File: config.mk
export PLATFORM = sky130hd
export DESIGN_NAME = mbist_top
export DESIGN_NICKNAME = d
export VERILOG_FILES = /design/src/rtl/mbist_top.sv
export SDC_FILE = /design/constraint.sdc
export NUM_CORES = 1
export LEC_CHECK = 0
export CORE_MARGIN = 2
export CORE_UTILIZATION = 49
export CTS_CLUSTER_SIZE = 25
export DETAILED_ROUTE_END_ITERATION = 10
export GPL_TIMING_DRIVEN = 0
export PLACE_DENSITY = 0.6
export SYNTH_ARGS = -nofsm -noshare
export SYNTH_HDL_FRONTEND = slang
export SYNTH_SLANG_ARGS = --single-unit
File: constraint.sdc
create_clock -name clk -period 11.9 [get_ports clk]
set_clock_uncertainty 0.2 [all_clocks]
set_input_delay 2.38 -clock clk [delete_from_list [all_inputs] [get_ports clk]]
set_output_delay 2.38 -clock clk [all_outputs]
set_load 0.02 [all_outputs]
File: src/rtl/mbist_top.sv
// mbist_top: single-port RAM with a March C- built-in self-test controller.
// In IDLE the RAM is driven straight from the functional pins; a start pulse
// hands the RAM to the controller, which walks the six March C- elements and
// latches a sticky fail flag on any read mismatch.
module mbist_top #(
   parameter int wcount  = 256,
   parameter int wlength = 4,
   localparam int AW     = $clog2(wcount)
) (
   input  logic               clk,
   input  logic               rst,
   input  logic               start,
   input  logic               rwbarin,
   input  logic [wlength-1:0] datain,
   input  logic [AW-1:0]      address,
   output logic [wlength-1:0] dataout,
   output logic               fail
);

   typedef enum logic {IDLE, RUN} state_t;

   localparam logic [AW-1:0] last_addr = AW'(wcount - 1);

   state_t               state, state_nxt;
   logic [2:0]           elem, elem_nxt;
   logic [AW-1:0]        addr, addr_nxt;
   logic                 phase, phase_nxt;
   logic                 drain, drain_nxt;
   logic                 start_acc;

   logic                 op_en;
   logic                 op_rd;
   logic                 two_op;
   logic                 elem_down;
   logic                 elem_last_op;
   logic                 addr_end;
   logic [wlength-1:0]   op_wdata;
   logic [wlength-1:0]   op_exp;

   logic                 ram_we;
   logic                 ram_re;
   logic [AW-1:0]        ram_addr;
   logic [wlength-1:0]   ram_wdata;
   logic [wlength-1:0]   mem [wcount];

   logic                 vld_p0;
   logic [wlength-1:0]   exp_p0;

   // Decode the current March operation from element, phase and address.
   always_comb begin
      op_en        = (state == RUN) && !drain;
      two_op       = (elem != 3'd0) && (elem != 3'd5);
      op_rd        = two_op ? !phase : (elem == 3'd5);
      elem_down    = (elem == 3'd3) || (elem == 3'd4);
      elem_last_op = two_op ? phase : 1'b1;
      addr_end     = elem_down ? (addr == '0) : (addr == last_addr);
      op_wdata     = ((elem == 3'd1) || (elem == 3'd3)) ? '1 : '0;
      op_exp       = ((elem == 3'd2) || (elem == 3'd4)) ? '1 : '0;
   end

   // Next-state logic: launch, element/address/phase sequencing, drain cycle.
   always_comb begin
      state_nxt = state;
      elem_nxt  = elem;
      addr_nxt  = addr;
      phase_nxt = phase;
      drain_nxt = drain;
      start_acc = 1'b0;
      case (state)
         IDLE: begin
            if (start) begin
               state_nxt = RUN;
               elem_nxt  = 3'd0;
               addr_nxt  = '0;
               phase_nxt = 1'b0;
               drain_nxt = 1'b0;
               start_acc = 1'b1;
            end
         end
         RUN: begin
            if (drain) begin
               // Last read is being compared this cycle; hand RAM back after it.
               state_nxt = IDLE;
               drain_nxt = 1'b0;
            end else if (!elem_last_op) begin
               phase_nxt = 1'b1;
            end else begin
               phase_nxt = 1'b0;
               if (!addr_end) begin
                  addr_nxt = elem_down ? (addr - 1'b1) : (addr + 1'b1);
               end else if (elem == 3'd5) begin
                  drain_nxt = 1'b1;
               end else begin
                  elem_nxt = elem + 3'd1;
                  // Elements 3 and 4 walk downward, so preload the top address.
                  addr_nxt = ((elem == 3'd2) || (elem == 3'd3)) ? last_addr : '0;
               end
            end
         end
         default: state_nxt = IDLE;
      endcase
   end

   // RAM port mux: controller owns the RAM in RUN, the pins own it in IDLE.
   always_comb begin
      if (state == RUN) begin
         ram_we    = op_en && !op_rd;
         ram_re    = op_en && op_rd;
         ram_addr  = addr;
         ram_wdata = op_wdata;
      end else begin
         ram_we    = !rwbarin;
         ram_re    = rwbarin;
         ram_addr  = address;
         ram_wdata = datain;
      end
   end

   // Controller state and counters.
   always_ff @(posedge clk) begin
      if (rst) begin
         state <= IDLE;
         elem  <= 3'd0;
         addr  <= '0;
         phase <= 1'b0;
         drain <= 1'b0;
      end else begin
         state <= state_nxt;
         elem  <= elem_nxt;
         addr  <= addr_nxt;
         phase <= phase_nxt;
         drain <= drain_nxt;
      end
   end

   // RAM array write; contents survive reset, but no write on a reset edge.
   always_ff @(posedge clk) begin
      if (!rst && ram_we) begin
         mem[ram_addr] <= ram_wdata;
      end
   end

   // Registered read port; holds its value on write and idle cycles.
   always_ff @(posedge clk) begin
      if (rst) begin
         dataout <= '0;
      end else if (ram_re) begin
         dataout <= mem[ram_addr];
      end
   end

   // Stage p0: expected value captured alongside each self-test read.
   always_ff @(posedge clk) begin
      if (op_en && op_rd) begin
         exp_p0 <= op_exp;
      end
   end

   // Compare stage: read-valid tracking and the sticky fail flag.
   always_ff @(posedge clk) begin
      if (rst) begin
         vld_p0 <= 1'b0;
         fail   <= 1'b0;
      end else begin
         vld_p0 <= op_en && op_rd;
         if (start_acc) begin
            fail <= 1'b0;
         end else if (vld_p0 && (dataout != exp_p0)) begin
            fail <= 1'b1;
         end
      end
   end

endmodule

==> flow_summary.json <==
{
  "numPlacedInstances": 3281,
  "die_h_microns": 294,
  "grt_max_degree": 49,
  "cp_top_family": "buffers and inverters",
  "cts.clk_slew.worst_paths_ps": 60,
  "timing.fmax_mhz": 131,
  "placed_area_sq_um": 43400,
  "crit_path_end_kind": "flip-flop",
  "gr-total-overflow": 0,
  "path_max_fanout": 10,
  "clk_latency_ps": 670,
  "dr.pass1.iters": 6,
  "synth_area_sq_um": 41300,
  "grt_antenna_before_repair": 2,
  "outcome": "finished, violations left",
  "endpoint": "mem[164][2]",
  "hold_viol_final": 0,
  "grtUsageMet2": 0.469,
  "critical_path_class": "input pin to flip-flop",
  "use_met1": 0.446,
  "rr_endpoint": "mem[164][2]",
  "cts_root_buffer": "clkbuf_16",
  "worstSetupPathDepth": 9,
  "clk_path_buf_depth": 3,
  "portBuffers": 19,
  "post_cts_buffers": 0,
  "cts_sinks": 1045,
  "worst_hold_slack_ps": 285,
  "dr.first_iter.drc_count": 4521,
  "stdcell_area_sq_um": 46900,
  "cpPeakStageDelay_ps": 930,
  "setup_viol": 0,
  "required_ps": 12030,
  "power_mw": 8.25,
  "avgViaCountPerCell": 6.77,
  "syn_to_final_growth_pct": 13.5,
  "diodes": 0,
  "yosysTopAreaCell": "edfxtp_1",
  "ir_drop_mv": 0.119,
  "cts_hold_buf": 0,
  "drive_above_1_share": 0.208,
  "cts_inserted_buffers": 107,
  "cts_resized": 0,
  "drc": 0,
  "routedWlPerCell_microns": 39.3,
  "drt_wl_total_microns": 137000,
  "ys_types": 56,
  "crit_top_cell": "clkbuf_1",
  "p_leak_nw": 14.3,
  "r2r_cells": 9,
  "drtAntennaViolNets": 0,
  "setup.worst_path.start": "address[2]",
  "seq_area_frac_synth": 0.755,
  "layout_min_cycle_time_ps": 7620,
  "chipWidth_microns": 294,
  "critPathLaunchType": "input pin",
  "grt_busiest_layer": "met2",
  "cp_slowest_cell": "nand3_1",
  "rsz0062_at_grt": "no",
  "cts_htree_levels": 3,
  "min_path_type": "flip-flop to flip-flop",
  "synth_top_area_share": 0.746,
  "die-area_sq_um": 86600,
  "critPathBufInv": 5,
  "cts_tree": "done",
  "async_flop_share": 0,
  "place.gp.congestion": 0.947,
  "post-dp-hpwl_microns": 88000,
  "violations": "max-capacitance violations, max-slew violations",
  "synth_common_cells": "1,025 x edfxtp_1, 280 x nor2_1, 252 x mux4_2",
  "grt_usage": 0.319,
  "yosys_warnings": 0,
  "r2r-start": "state",
  "cap_violations": 13,
  "path_cells": "clkdlybuf4s50_1 > nand2b_1 > o32ai_1 > clkbuf_1 > buf_2 > buf_1 > nand3_1 > clkbuf_1 > nor2_1",
  "grt_pass1_wl_microns": 186000,
  "regToRegSetupSlack_ps": 5560,
  "synth_ff_type": "edfxtp_1",
  "synth-seq-cells": 1045,
  "num_rows": 106,
  "power-per-cell-area_nw_per_um2": 176,
  "syn_nets": 2183,
  "crit_arrival_ps": 7750,
  "syn_area_per_cell_sq_um": 19.2,
  "syn_inst": 2155,
  "maxSlewViolCount": 95,
  "fin_cells": 3476,
  "finalCritPeriodShare": 0.640,
  "num_vias": 23523,
  "io_pins": 21,
  "core_region_area_sq_um": 83600,
  "tightest_slew_ps": 1590,
  "maxSlewHeadroom": -0.0715,
  "start_util": 0.494,
  "grt_pass1_vias": 22715,
  "finalNetCount": 2339,
  "synth-edff-count": 1025,
  "synth_most_common_cell": "edfxtp_1",
  "synthTopCellsByArea": "edfxtp_1 75%, mux4_2 14%, nor2_1 2.5%, a22oi_1 1.6%, dfxtp_1 0.97%",
  "gr-usage-met3": 0.0876
}
==> cells in the final DEF (no fill, tap or decap), drive strengths merged, types with 11 or more instances in the layout <==
cell | synthesis | final
buf | 55 | 83
mux4 | 252 | 252
bufinv | 0 | 12
nand3 | 11 | 11
nand2 | 104 | 104
nor2 | 280 | 280
clkbuf | 77 | 201
clkinv | 1 | 53
ha | 11 | 11
a21oi | 70 | 70
dfxtp | 20 | 20
a41oi | 12 | 12
o21ai | 13 | 13
a22oi | 89 | 89
inv | 19 | 22
clkdlybuf4s50 | 0 | 19
edfxtp | 1025 | 1025
==> worst reg2reg max path, stage by stage (launching register included) <==
cell,delay [ps]
dfxtp_1,300
buf_4,160
clkinv_1,290
o32ai_1,560
clkbuf_1,880
buf_2,600
buf_1,740
nand3_1,930
clkbuf_1,760
nor2_1,570
==> report_power, final <==
part | leakage [nW] | internal [mW] | total (mW) | switching [mW]
Sequential | 9.38 | 4.12 | 4.12 | 0.00424
Combinational | 3.20 | 0.232 | 0.792 | 0.560
Clock | 1.70 | 1.93 | 3.34 | 1.41
==> final cells by class <==
| cell class | instances | area (sq um) |
|---|---|---|
| sequential | 1045 | 31200 |
| clock buffer | 124 | 2780 |
| multi-input combinational | 958 | 9470 |
| buffer | 132 | 608 |
| tap | 1080 | 1350 |
| inverter | 20 | 75.1 |
| fill | 6328 | 36700 |
| timing repair buffer | 47 | 733 |
| clock inverter | 70 | 664 |
==> stage by stage <==
stage / setup TNS [ps] / setup slack (ps) / utilization
floorplan: 0 / 1990 / -
global placement: -4837040 / -4850 / 0.512
detailed placement: 0 / 3890 / 0.519
CTS: 0 / 4590 / 0.561
global route: 0 / 4370 / 0.561
finish: 0 / 4280 / 0.561
==> worst min-delay path by stage <==
stage / from / end / slack [ps] / cells after the start
floorplan: drain / drain / 240 / 2
global placement: drain / drain / 260 / 2
detailed placement: drain / drain / 270 / 2
CTS: drain / drain / 280 / 2
global route: drain / drain / 300 / 2
finish: phase / phase / 290 / 2
==> state kept, by name, summed over array words and instances (netlist names) <==
| register | flops |
|---|---|
| drain | 1 |
| dataout | 4 |
| mem | 1024 |
| vld_p0 | 1 |
| phase | 1 |
| addr | 8 |
| exp_p0 | 1 |
| fail | 1 |
| elem | 3 |
| state | 1 |
==> routing by layer <==
metal,up-vias,routed length (microns)
met5,-,11
met1,12223,50500
met3,372,17800
li1,9091,-
met4,2,8000
met2,1835,60300
==> kinds of logic after synthesis <==
| family | count (synthesis) | synth area share |
|---|---|---|
| fa+ha+maj | 12 | 0.00382 |
| flops | 1045 | 0.755 |
| buf+inv | 152 | 0.0161 |
| compound gates | 243 | 0.0407 |
| xor+xnor | 7 | 0.00149 |
| mux | 265 | 0.141 |
| simple gates | 431 | 0.0416 |
(Power assumes the default switching activity.)
